==> src/rtl/fixed_point_pkg.sv <==
// Shared encodings and Q-format constant helpers for the fixed-point mul/div engine.
package fixed_point_pkg;

    localparam logic OP_MUL = 1'b0;
    localparam logic OP_DIV = 1'b1;

    typedef enum logic [1:0] {
        S_IDLE = 2'd0,
        S_MUL  = 2'd1,
        S_DIV  = 2'd2,
        S_FIN  = 2'd3
    } state_t;

    // Largest representable value of a w-bit signed Q number (raw integer).
    function automatic longint q_max(input int w);
        return (longint'(1) <<< (w - 1)) - 1;
    endfunction

    // Most negative representable value of a w-bit signed Q number (raw integer).
    function automatic longint q_min(input int w);
        return -(longint'(1) <<< (w - 1));
    endfunction

    // Raw encoding of 1.0 with frac_w fraction bits.
    function automatic longint q_one(input int frac_w);
        return longint'(1) <<< frac_w;
    endfunction

endpackage

==> src/rtl/fixed_point_muldiv_seq_if.sv <==
// Request/response bundle between the ray-stepping logic and the mul/div engine.
interface fixed_point_muldiv_seq_if #(
    parameter int W = 26
);
    logic                start;
    logic                op;
    logic signed [W-1:0] a;
    logic signed [W-1:0] b;
    logic                busy;
    logic                done;
    logic signed [W-1:0] result;
    logic                overflow;
    logic                div_by_zero;

    modport master (
        output start, op, a, b,
        input  busy, done, result, overflow, div_by_zero
    );

    modport slave (
        input  start, op, a, b,
        output busy, done, result, overflow, div_by_zero
    );
endinterface

==> src/rtl/fixed_point_sign_sat.sv <==
// Applies a sign to an unsigned magnitude and clamps it into a W-bit signed range.
module fixed_point_sign_sat
    import fixed_point_pkg::*;
#(
    parameter int W     = 26,
    parameter int MAG_W = 42
) (
    input  logic [MAG_W-1:0]    mag_i,
    input  logic                neg_i,
    output logic signed [W-1:0] result_o,
    output logic                overflow_o
);
    localparam logic [MAG_W-1:0]    LIM_POS = MAG_W'(q_max(W));
    localparam logic [MAG_W-1:0]    LIM_NEG = MAG_W'(-q_min(W));
    localparam logic signed [W-1:0] SAT_POS = W'(q_max(W));
    localparam logic signed [W-1:0] SAT_NEG = W'(q_min(W));

    // Negative side can reach one step further than the positive side.
    always_comb begin
        result_o   = '0;
        overflow_o = 1'b0;
        if (mag_i == '0) begin
            result_o = '0;
        end else if (!neg_i) begin
            if (mag_i > LIM_POS) begin
                result_o   = SAT_POS;
                overflow_o = 1'b1;
            end else begin
                result_o = mag_i[W-1:0];
            end
        end else begin
            if (mag_i > LIM_NEG) begin
                result_o   = SAT_NEG;
                overflow_o = 1'b1;
            end else begin
                result_o = -mag_i[W-1:0];
            end
        end
    end
endmodule

==> src/rtl/fixed_point_muldiv_seq.sv <==
// Bit-serial signed Q(INT_W).(FRAC_W) multiply/divide engine with start/done handshake.
// Operates on magnitudes; sign and saturation are applied once in FIN.
module fixed_point_muldiv_seq
    import fixed_point_pkg::*;
#(
    parameter int INT_W  = 10,
    parameter int FRAC_W = 16
) (
    input  logic                      clk,
    input  logic                      reset,
    fixed_point_muldiv_seq_if.slave   bus
);
    localparam int W     = INT_W + FRAC_W;
    localparam int N_MUL = W;
    localparam int N_DIV = W + FRAC_W;
    localparam int MAG_W = W + FRAC_W;
    localparam int CNT_W = $clog2(N_DIV + 1);

    localparam logic signed [W-1:0] SAT_POS = W'(q_max(W));
    localparam logic signed [W-1:0] SAT_NEG = W'(q_min(W));

    state_t              state_q;
    logic [CNT_W-1:0]    cnt_q;
    logic [W-1:0]        mag_a_q;
    logic [W-1:0]        mag_b_q;
    logic                neg_q;
    logic                neg_a_q;
    logic                op_q;
    logic                dz_q;
    // Multiply: {partial sum, remaining multiplier bits}, shifted right each step.
    logic [2*W-1:0]      acc_q;
    // Divide: dividend bits shift out the top while quotient bits shift in at the bottom.
    logic [N_DIV-1:0]    quo_q;
    logic [W-1:0]        rem_q;
    logic                busy_q;
    logic                done_q;
    logic signed [W-1:0] result_q;
    logic                overflow_q;
    logic                div_by_zero_q;

    logic [W-1:0]        abs_a;
    logic [W-1:0]        abs_b;
    logic [W:0]          mul_sum;
    logic [2*W-1:0]      acc_d;
    logic [W:0]          rem_sh;
    logic [W:0]          rem_diff;
    logic [W-1:0]        rem_d;
    logic [N_DIV-1:0]    quo_d;
    logic [MAG_W-1:0]    mag_fin;
    logic signed [W-1:0] sat_result;
    logic                sat_overflow;

    // Operand magnitudes; -2^(W-1) maps to 2^(W-1) as an unsigned W-bit value.
    always_comb begin
        abs_a = bus.a[W-1] ? W'(-bus.a) : W'(bus.a);
        abs_b = bus.b[W-1] ? W'(-bus.b) : W'(bus.b);
    end

    // One shift-add multiply step.
    always_comb begin
        mul_sum = {1'b0, acc_q[2*W-1:W]} + (acc_q[0] ? {1'b0, mag_a_q} : {(W+1){1'b0}});
        acc_d   = {mul_sum, acc_q[W-1:1]};
    end

    // One restoring-division step; a borrow in rem_diff means the trial subtract fails.
    always_comb begin
        rem_sh   = {rem_q, quo_q[N_DIV-1]};
        rem_diff = rem_sh - {1'b0, mag_b_q};
        rem_d    = rem_diff[W] ? rem_sh[W-1:0] : rem_diff[W-1:0];
        quo_d    = {quo_q[N_DIV-2:0], ~rem_diff[W]};
    end

    // Final magnitude: product truncated by FRAC_W, or the raw quotient.
    always_comb begin
        mag_fin = (op_q == OP_MUL) ? MAG_W'(acc_q[2*W-1:FRAC_W]) : quo_q;
    end

    fixed_point_sign_sat #(
        .W     (W),
        .MAG_W (MAG_W)
    ) u_sign_sat (
        .mag_i      (mag_fin),
        .neg_i      (neg_q),
        .result_o   (sat_result),
        .overflow_o (sat_overflow)
    );

    // Control FSM with registered handshake and result outputs.
    always_ff @(posedge clk or posedge reset) begin
        if (reset) begin
            state_q       <= S_IDLE;
            cnt_q         <= '0;
            mag_a_q       <= '0;
            mag_b_q       <= '0;
            neg_q         <= 1'b0;
            neg_a_q       <= 1'b0;
            op_q          <= OP_MUL;
            dz_q          <= 1'b0;
            acc_q         <= '0;
            quo_q         <= '0;
            rem_q         <= '0;
            busy_q        <= 1'b0;
            done_q        <= 1'b0;
            result_q      <= '0;
            overflow_q    <= 1'b0;
            div_by_zero_q <= 1'b0;
        end else begin
            done_q <= 1'b0;
            unique case (state_q)
                S_IDLE: begin
                    if (bus.start) begin
                        mag_a_q <= abs_a;
                        mag_b_q <= abs_b;
                        neg_q   <= bus.a[W-1] ^ bus.b[W-1];
                        neg_a_q <= bus.a[W-1];
                        op_q    <= bus.op;
                        dz_q    <= (bus.op == OP_DIV) && (bus.b == '0);
                        acc_q   <= {{W{1'b0}}, abs_b};
                        quo_q   <= {abs_a, {FRAC_W{1'b0}}};
                        rem_q   <= '0;
                        cnt_q   <= '0;
                        busy_q  <= 1'b1;
                        if (bus.op == OP_MUL)
                            state_q <= S_MUL;
                        else if (bus.b == '0)
                            state_q <= S_FIN;
                        else
                            state_q <= S_DIV;
                    end
                end
                S_MUL: begin
                    acc_q <= acc_d;
                    cnt_q <= cnt_q + 1'b1;
                    if (cnt_q == CNT_W'(N_MUL - 1))
                        state_q <= S_FIN;
                end
                S_DIV: begin
                    quo_q <= quo_d;
                    rem_q <= rem_d;
                    cnt_q <= cnt_q + 1'b1;
                    if (cnt_q == CNT_W'(N_DIV - 1))
                        state_q <= S_FIN;
                end
                S_FIN: begin
                    if (dz_q) begin
                        result_q      <= neg_a_q ? SAT_NEG : SAT_POS;
                        overflow_q    <= 1'b0;
                        div_by_zero_q <= 1'b1;
                    end else begin
                        result_q      <= sat_result;
                        overflow_q    <= sat_overflow;
                        div_by_zero_q <= 1'b0;
                    end
                    done_q  <= 1'b1;
                    busy_q  <= 1'b0;
                    cnt_q   <= '0;
                    state_q <= S_IDLE;
                end
                default: state_q <= S_IDLE;
            endcase
        end
    end

    assign bus.busy        = busy_q;
    assign bus.done        = done_q;
    assign bus.result      = result_q;
    assign bus.overflow    = overflow_q;
    assign bus.div_by_zero = div_by_zero_q;

endmodule

==> src/flat_wrapper.sv <==
// flat-port wrapper written by rule: the top's interface ports become plain ports
module fixed_point_muldiv_seq_flat import fixed_point_pkg::*;
#(
    parameter int INT_W  = 10,
    parameter int FRAC_W = 16
)
  (clk, reset, bus_start, bus_op, bus_a, bus_b, bus_busy, bus_done, bus_result, bus_overflow, bus_div_by_zero);
  fixed_point_muldiv_seq_if #(.W((INT_W + FRAC_W))) bus_i ();
  input  logic clk;
  input  logic reset;
  input wire logic [$bits(bus_i.start)-1:0] bus_start;
  input wire logic [$bits(bus_i.op)-1:0] bus_op;
  input wire logic [$bits(bus_i.a)-1:0] bus_a;
  input wire logic [$bits(bus_i.b)-1:0] bus_b;
  output wire logic [$bits(bus_i.busy)-1:0] bus_busy;
  output wire logic [$bits(bus_i.done)-1:0] bus_done;
  output wire logic [$bits(bus_i.result)-1:0] bus_result;
  output wire logic [$bits(bus_i.overflow)-1:0] bus_overflow;
  output wire logic [$bits(bus_i.div_by_zero)-1:0] bus_div_by_zero;
  assign bus_i.start = bus_start;
  assign bus_i.op = bus_op;
  assign bus_i.a = bus_a;
  assign bus_i.b = bus_b;
  assign bus_busy = bus_i.busy;
  assign bus_done = bus_i.done;
  assign bus_result = bus_i.result;
  assign bus_overflow = bus_i.overflow;
  assign bus_div_by_zero = bus_i.div_by_zero;
  fixed_point_muldiv_seq #(.INT_W(INT_W), .FRAC_W(FRAC_W)) u_core (.clk(clk), .reset(reset), .bus(bus_i));
endmodule
==> config.mk <==
export PLATFORM = sky130hd
export DESIGN_NAME = fixed_point_muldiv_seq_flat
export DESIGN_NICKNAME = d
export VERILOG_FILES = /design/src/rtl/fixed_point_pkg.sv /design/src/rtl/fixed_point_muldiv_seq_if.sv /design/src/rtl/fixed_point_sign_sat.sv /design/src/rtl/fixed_point_muldiv_seq.sv /design/src/flat_wrapper.sv
export SDC_FILE = /design/constraint.sdc
export NUM_CORES = 1
export LEC_CHECK = 0
export BUFFER_PORTS_ARGS = -buffer_cell sky130_fd_sc_hd__buf_2
export CAP_MARGIN = 20
export CORE_MARGIN = 3
export CORE_UTILIZATION = 60
export CTS_CLUSTER_DIAMETER = 50
export DETAILED_ROUTE_END_ITERATION = 7
export GPL_TIMING_DRIVEN = 0
export PLACE_DENSITY = 0.8
export SLEW_MARGIN = 20
export SYNTH_ARGS = -nofsm -noshare
export SYNTH_HDL_FRONTEND = slang
export SYNTH_SLANG_ARGS = --single-unit
==> constraint.sdc <==
create_clock -name clk -period 7.3 [get_ports clk]
set_input_delay 0.73 -clock clk [delete_from_list [all_inputs] [get_ports clk]]
set_output_delay 0.73 -clock clk [all_outputs]
set_load 0.1 [all_outputs]
# Yosys cells after proc, flatten, opt, wreduce, memory -nomap -nowiden
# Index checks and enable logic that the tools add are counted.
op_classes:
  add_sub_neg: 6
  multipliers: 0
  div_mod_pow: 0
  order_cmp: 2
  eq_ne: 8
  n_shift: 0
  n_mux: 34
  n_bitwise: 2
  reduce_logical: 13
op_table:
  columns: ["cell", "n"]
  rows:
  - ["$mux 26", 11]
  - ["$pmux 52 s2", 1]
  - ["$mux 42", 2]
  - ["$pmux 42 s2", 1]
  - ["$neg 26->26", 3]
  - ["$mux 52", 1]
  - ["$pmux 26 s2", 1]
  - ["$gt 42x25->1 const B", 1]
  - ["$gt 42x26->1 const B", 1]
  - ["$logic_not 42->1", 1]
  - ["$add 26x27->27", 1]
  - ["$sub 27x26->27", 1]
  - ["$logic_not 26->1", 1]
  - ["$pmux 6 s3", 1]
  - ["$mux 1", 9]
  - ["$mux 2", 4]
  - ["$pmux 2 s4", 1]
  - ["$reduce_and 2->1", 4]
  - ["$add 6x1->6 const B", 1]
  - ["$eq 6x5->1 const B", 1]
  - ["$eq 6x6->1 const B", 1]
  - ["$mux 6", 1]
  - ["$reduce_bool 2->1", 3]
  - ["$eq 2x2->1 const B", 2]
  - ["other kinds (10)", 11]
word_totals:
  ff_bits: 214
  latch_bits: 0
  mem_bits_rw: 0
  mem_bits_ro: 0
  in_bits: 56
  out_inout_bits: 30
  wordCells: 81
  n_memories: 0

# Logic depth before layout (Yosys ltp)
depth:
  word_depth: 6
  depth_mapped: 15
  depth_no_buf: 12

# Modules after synthesis
# A second synthesis with hierarchy kept.
unflattened:
  cells_unflattened: 1604
  hier_area_um2: 14057.2
modules_own_cells:
  columns: ["mod", "instances", "cells_each", "area_each_um2", "seq_area_each_um2"]
  rows:
  - ["fixed_point_muldiv_seq", 1, 1446, 13010.0, 5355.1]
  - ["fixed_point_sign_sat", 1, 158, 1047.3, 0.0]

# Worst setup path before layout
# OpenSTA, ideal clock, no wires.
synth_timing:
  path_kind: "reg-to-reg"
  startpoint: "register u_core.op_q"
  endpoint: "register u_core.result_q[0] (netlist: u_core.bus.result[0])"
  setup_ps: 87
  arrival_time_ps: 3269
  required_time_ps: 7213
  path_slack_ps: 3944
  stages_incl_launch_ff: 16
  path_buffers: 5
  synth_period_minus_slack_ps: 3356
  cell_sequence: "dfrtp_1 buf_6 buf_4 buf_6 clkbuf_1 mux2_2 inv_1 ha_1 o21ai_0 nor4_2 and4b_1 o21bai_1 a221o_1 and2_4 buf_2 a211oi_2"
synth_via:
  elab_chain_cells: 6
  word_cells_on_any_way: 10
  cone_classes: "add/sub: 1; order compare: 2; mux: 6; reduce/logical: 1"
synth_lines:
  columns: ["element", "line_no", "text"]
  rows:
  - ["start, declared", "fixed_point_muldiv_seq.sv:28", "logic op_q;"]
  - ["start signal, assigned", "fixed_point_muldiv_seq.sv:116", "op_q <= bus.op;"]
  - ["$mux 42 (*)", "fixed_point_muldiv_seq.sv:75", "mag_fin = (op_q == OP_MUL) ? MAG_W'(acc_q[2*W-1:FRAC_W]) : quo_q;"]
  - ["$gt 42x25->1, or another cell as far along", "fixed_point_sign_sat.sv:25", "if (mag_i > LIM_POS) begin"]
  - ["$mux 26, on equally long branches", "fixed_point_sign_sat.sv:25, fixed_point_sign_sat.sv:32", null]
  - ["$mux 26", "fixed_point_sign_sat.sv:24", "end else if (!neg_i) begin"]
  - ["$mux 26 (*)", "fixed_point_sign_sat.sv:22", "if (mag_i == '0) begin"]
  - ["$mux 26 (*)", "fixed_point_muldiv_seq.sv:145", "if (dz_q) begin"]
  - ["end signal, assigned", "fixed_point_muldiv_seq.sv:146", "result_q <= neg_a_q ? SAT_NEG : SAT_POS;"]
  - ["end signal, assigned", "fixed_point_muldiv_seq.sv:150", "result_q <= sat_result;"]
  - ["end, declared", "fixed_point_muldiv_seq.sv:37", "logic signed [W-1:0] result_q;"]
# Mark *: on every way between the ends. The rest lies on a longest branch, timed or not.
# A chain may end at the register's enable or synchronous reset.

# Final worst setup path
layout_timing:
  startpoint: "register u_core.op_q"
  endpoint: "register u_core.result_q[7] (netlist: u_core.bus.result[7])"
# The elaborated chain is that of the path after synthesis.

==> run metrics <==
RSZ-0062 raised after global routing no; worst reg2reg path startpoint u_core.op_q; most common cell after layout, fill and taps aside nand2_1; initial antenna violation count 1; Max clock buf depth 3; Initial Util 0.616; Final Max Slew Viols 0; R2R Setup Slk 3.18 ns; Seq/Total Area, Yosys 0.382; Worst Reg-to-Reg Cells 15; most frequent cells in the layout nand2_1 (254), dfrtp_1 (214), o21ai_0 (151); io pins 86; overall global routing resource usage 0.303; CTS tree built; Vias 12,900; worst skew pair latency 0.55 ns; max cap viols 0; FFs w/ async S/R, synth 1.00; final core utilization 0.697; endpoints failing hold 0; layout cells sized above 1 0.107; first-pass GRT wire length 63,600 um; fin area 0.0159 mm^2; Final Setup Violations 0; setup TNS 0 ns; Final Cycle Share 0.564; Power Density 544 mW/mm^2; Yosys warning count 0; Slew @ Worst Pin 0.913 ns; Post-Route WL 39,100 um; Max IR drop VDD 0.362 mV; Post-route DRC 0; clk sinks 214; Gates resized, CTS repair 0; clock-pin transition on the worst setup and hold timing paths 0.06 ns; Congestion Overflow GR 0; Slew Limit Headroom 0.375; Highest Clock Rate 243 MHz; Die W 159 um; first-pass detailed-route iteration total 5; Final Skew 0.0163 ns; P&R area growth vs syn 13.2%; cts bufs inserted 30; routed vias/inst 6.23; critical path type reg -> reg; Synthesized Nets 1,730; Post-synth EDFFs 0; CTS H-Tree Depth 1; global placer's final weighted congestion 0.935; startpoint types flip-flop; status finished, final reports clean; CORE AREA 0.0228 mm^2; synth unique cells 83; Die ar. 0.0252 mm^2; Mean Syn Cell Area 8.71 um^2; # rows 55; synthesized cell area 0.0140 mm^2; vias in the first global route 12,400; R2R Path End u_core.bus.result[7]; final antenna-violating net count 0; Worst setup EP type flip-flop; DP Cell Count 2,009; fin cells 2,064; PortBufs 83; Yosys reg bits 214; DR WL/cell 19.0 um; CP Max Fanout 10; ys flop type dfrtp_1; hold crit path type in -> async; DRT iter0 DRCs 1,174; Placed Area 0.0149 mm^2; post-synthesis cell count 1,611; crit path to u_core.bus.result[7]; DPL Wire Length 29,000 um; cts hold-fix bufs 0; post-layout minimum cycle time 4.12 ns; Antenna diodes 0; Critical Path Start u_core.op_q; Worst EP required 7.75 ns; root buffer cell clkbuf_16; # nets final 1,847; setup bufs post-CTS 0; P_leak 7.29 nW; die height 159 um; crit path DAT 4.57 ns; largest net degree at the start of global routing 87; Hold WS 0.170 ns
[how the worst min path moves through the flow]
stage,startpoint,endpoint,depth (start not counted)
6_report,reset,u_core.rem_q[18],2
3_5_place_dp,u_core.mag_a_q[15],u_core.mag_a_q[15],2
3_3_place_gp,u_core.mag_a_q[17],u_core.mag_a_q[17],2
2_1_floorplan,u_core.mag_a_q[10],u_core.mag_a_q[10],2
5_1_grt,reset,u_core.rem_q[18],2
4_1_cts,reset,u_core.rem_q[18],2
[layer usage]
metal | GRT usage | part of all wire | vias up
met3 | 0.0412 | 0.070 | 105
met2 | 0.485 | 0.45 | 564
met1 | 0.428 | 0.44 | 6203
met4 | 0.101 | 0.033 | 2
met5 | 0 | 0.00033 | -
li1 | - | - | 5991
[worst max-delay path, stage by stage (launching register included)]
cell	delay, ns
dfrtp_1	0.33
buf_6	0.19
buf_4	0.22
buf_6	0.17
clkbuf_1	0.44
mux2_2	0.43
inv_1	0.07
ha_1	0.23
o21ai_0	0.15
nor4_2	0.44
and4b_1	0.31
o21bai_1	0.08
a221o_1	0.43
and2_4	0.19
buf_6	0.14
a211oi_1	0.19
[synth_stat cells, types with 10 or more instances]
cell	instances	area share
nor3_1	35	0.012
o22ai_1	14	0.0062
clkbuf_1	72	0.019
xor2_1	36	0.022
a22o_1	23	0.014
nor2_1	101	0.027
ha_1	61	0.054
mux2i_1	67	0.048
dfrtp_1	214	0.38
o31ai_1	19	0.010
a31oi_1	14	0.0062
o21ai_1	30	0.011
nand3_1	18	0.0064
o21ai_0	151	0.054
a21o_1	30	0.016
inv_1	60	0.016
nand2b_1	17	0.0076
and2_1	31	0.014
nor4_1	11	0.0049
nand2_1	254	0.068
xnor2_1	61	0.038
a211oi_1	28	0.015
mux2_2	10	0.0080
nand4_1	11	0.0049
a21oi_1	75	0.027
nor2b_1	10	0.0045
[state kept, by name (all words and copies together), names as in the netlist]
name / count
u_core.acc_q: 52
u_core.bus.busy: 1
u_core.bus.div_by_zero: 1
u_core.bus.done: 1
u_core.bus.overflow: 1
u_core.bus.result: 26
u_core.cnt_q: 6
u_core.dz_q: 1
u_core.mag_a_q: 26
u_core.mag_b_q: 26
u_core.neg_a_q: 1
u_core.neg_q: 1
u_core.op_q: 1
u_core.quo_q: 42
u_core.rem_q: 26
u_core.state_q: 2
[metrics by stage]
step	worst slack [ns]	power, W
detailed placement	3.24	0.00710
global placement	-1.71	0.00696
global route	2.99	0.00920
finish	3.18	0.00863
floorplan	0.719	0.00589
CTS	3.23	0.00855
[cells by family after synthesis]
kind of cell    synth area share
fa+ha+maj                 0.0573
simple gates               0.182
mux                       0.0644
compound gates             0.211
xor+xnor                  0.0606
flops                      0.382
buf+inv                   0.0434
[where the power goes]
part / total (W) / switching (W) / internal (W)
registers: 0.00211 / 0.000400 / 0.00171
clock network: 0.00141 / 0.000564 / 0.000848
logic: 0.00511 / 0.00334 / 0.00177
[area by class of cell]
class,instances,area [um^2]
Multi-Input combinational cell,1251,8060
Fill cell,1830,6900
Sequential cell,214,5360
Clock buffer,39,836
Timing Repair Buffer,85,470
Tap cell,313,392
Buffer,85,380
Inverter,61,236
Clock inverter,16,144
Power figures use the tool's default switching activity.
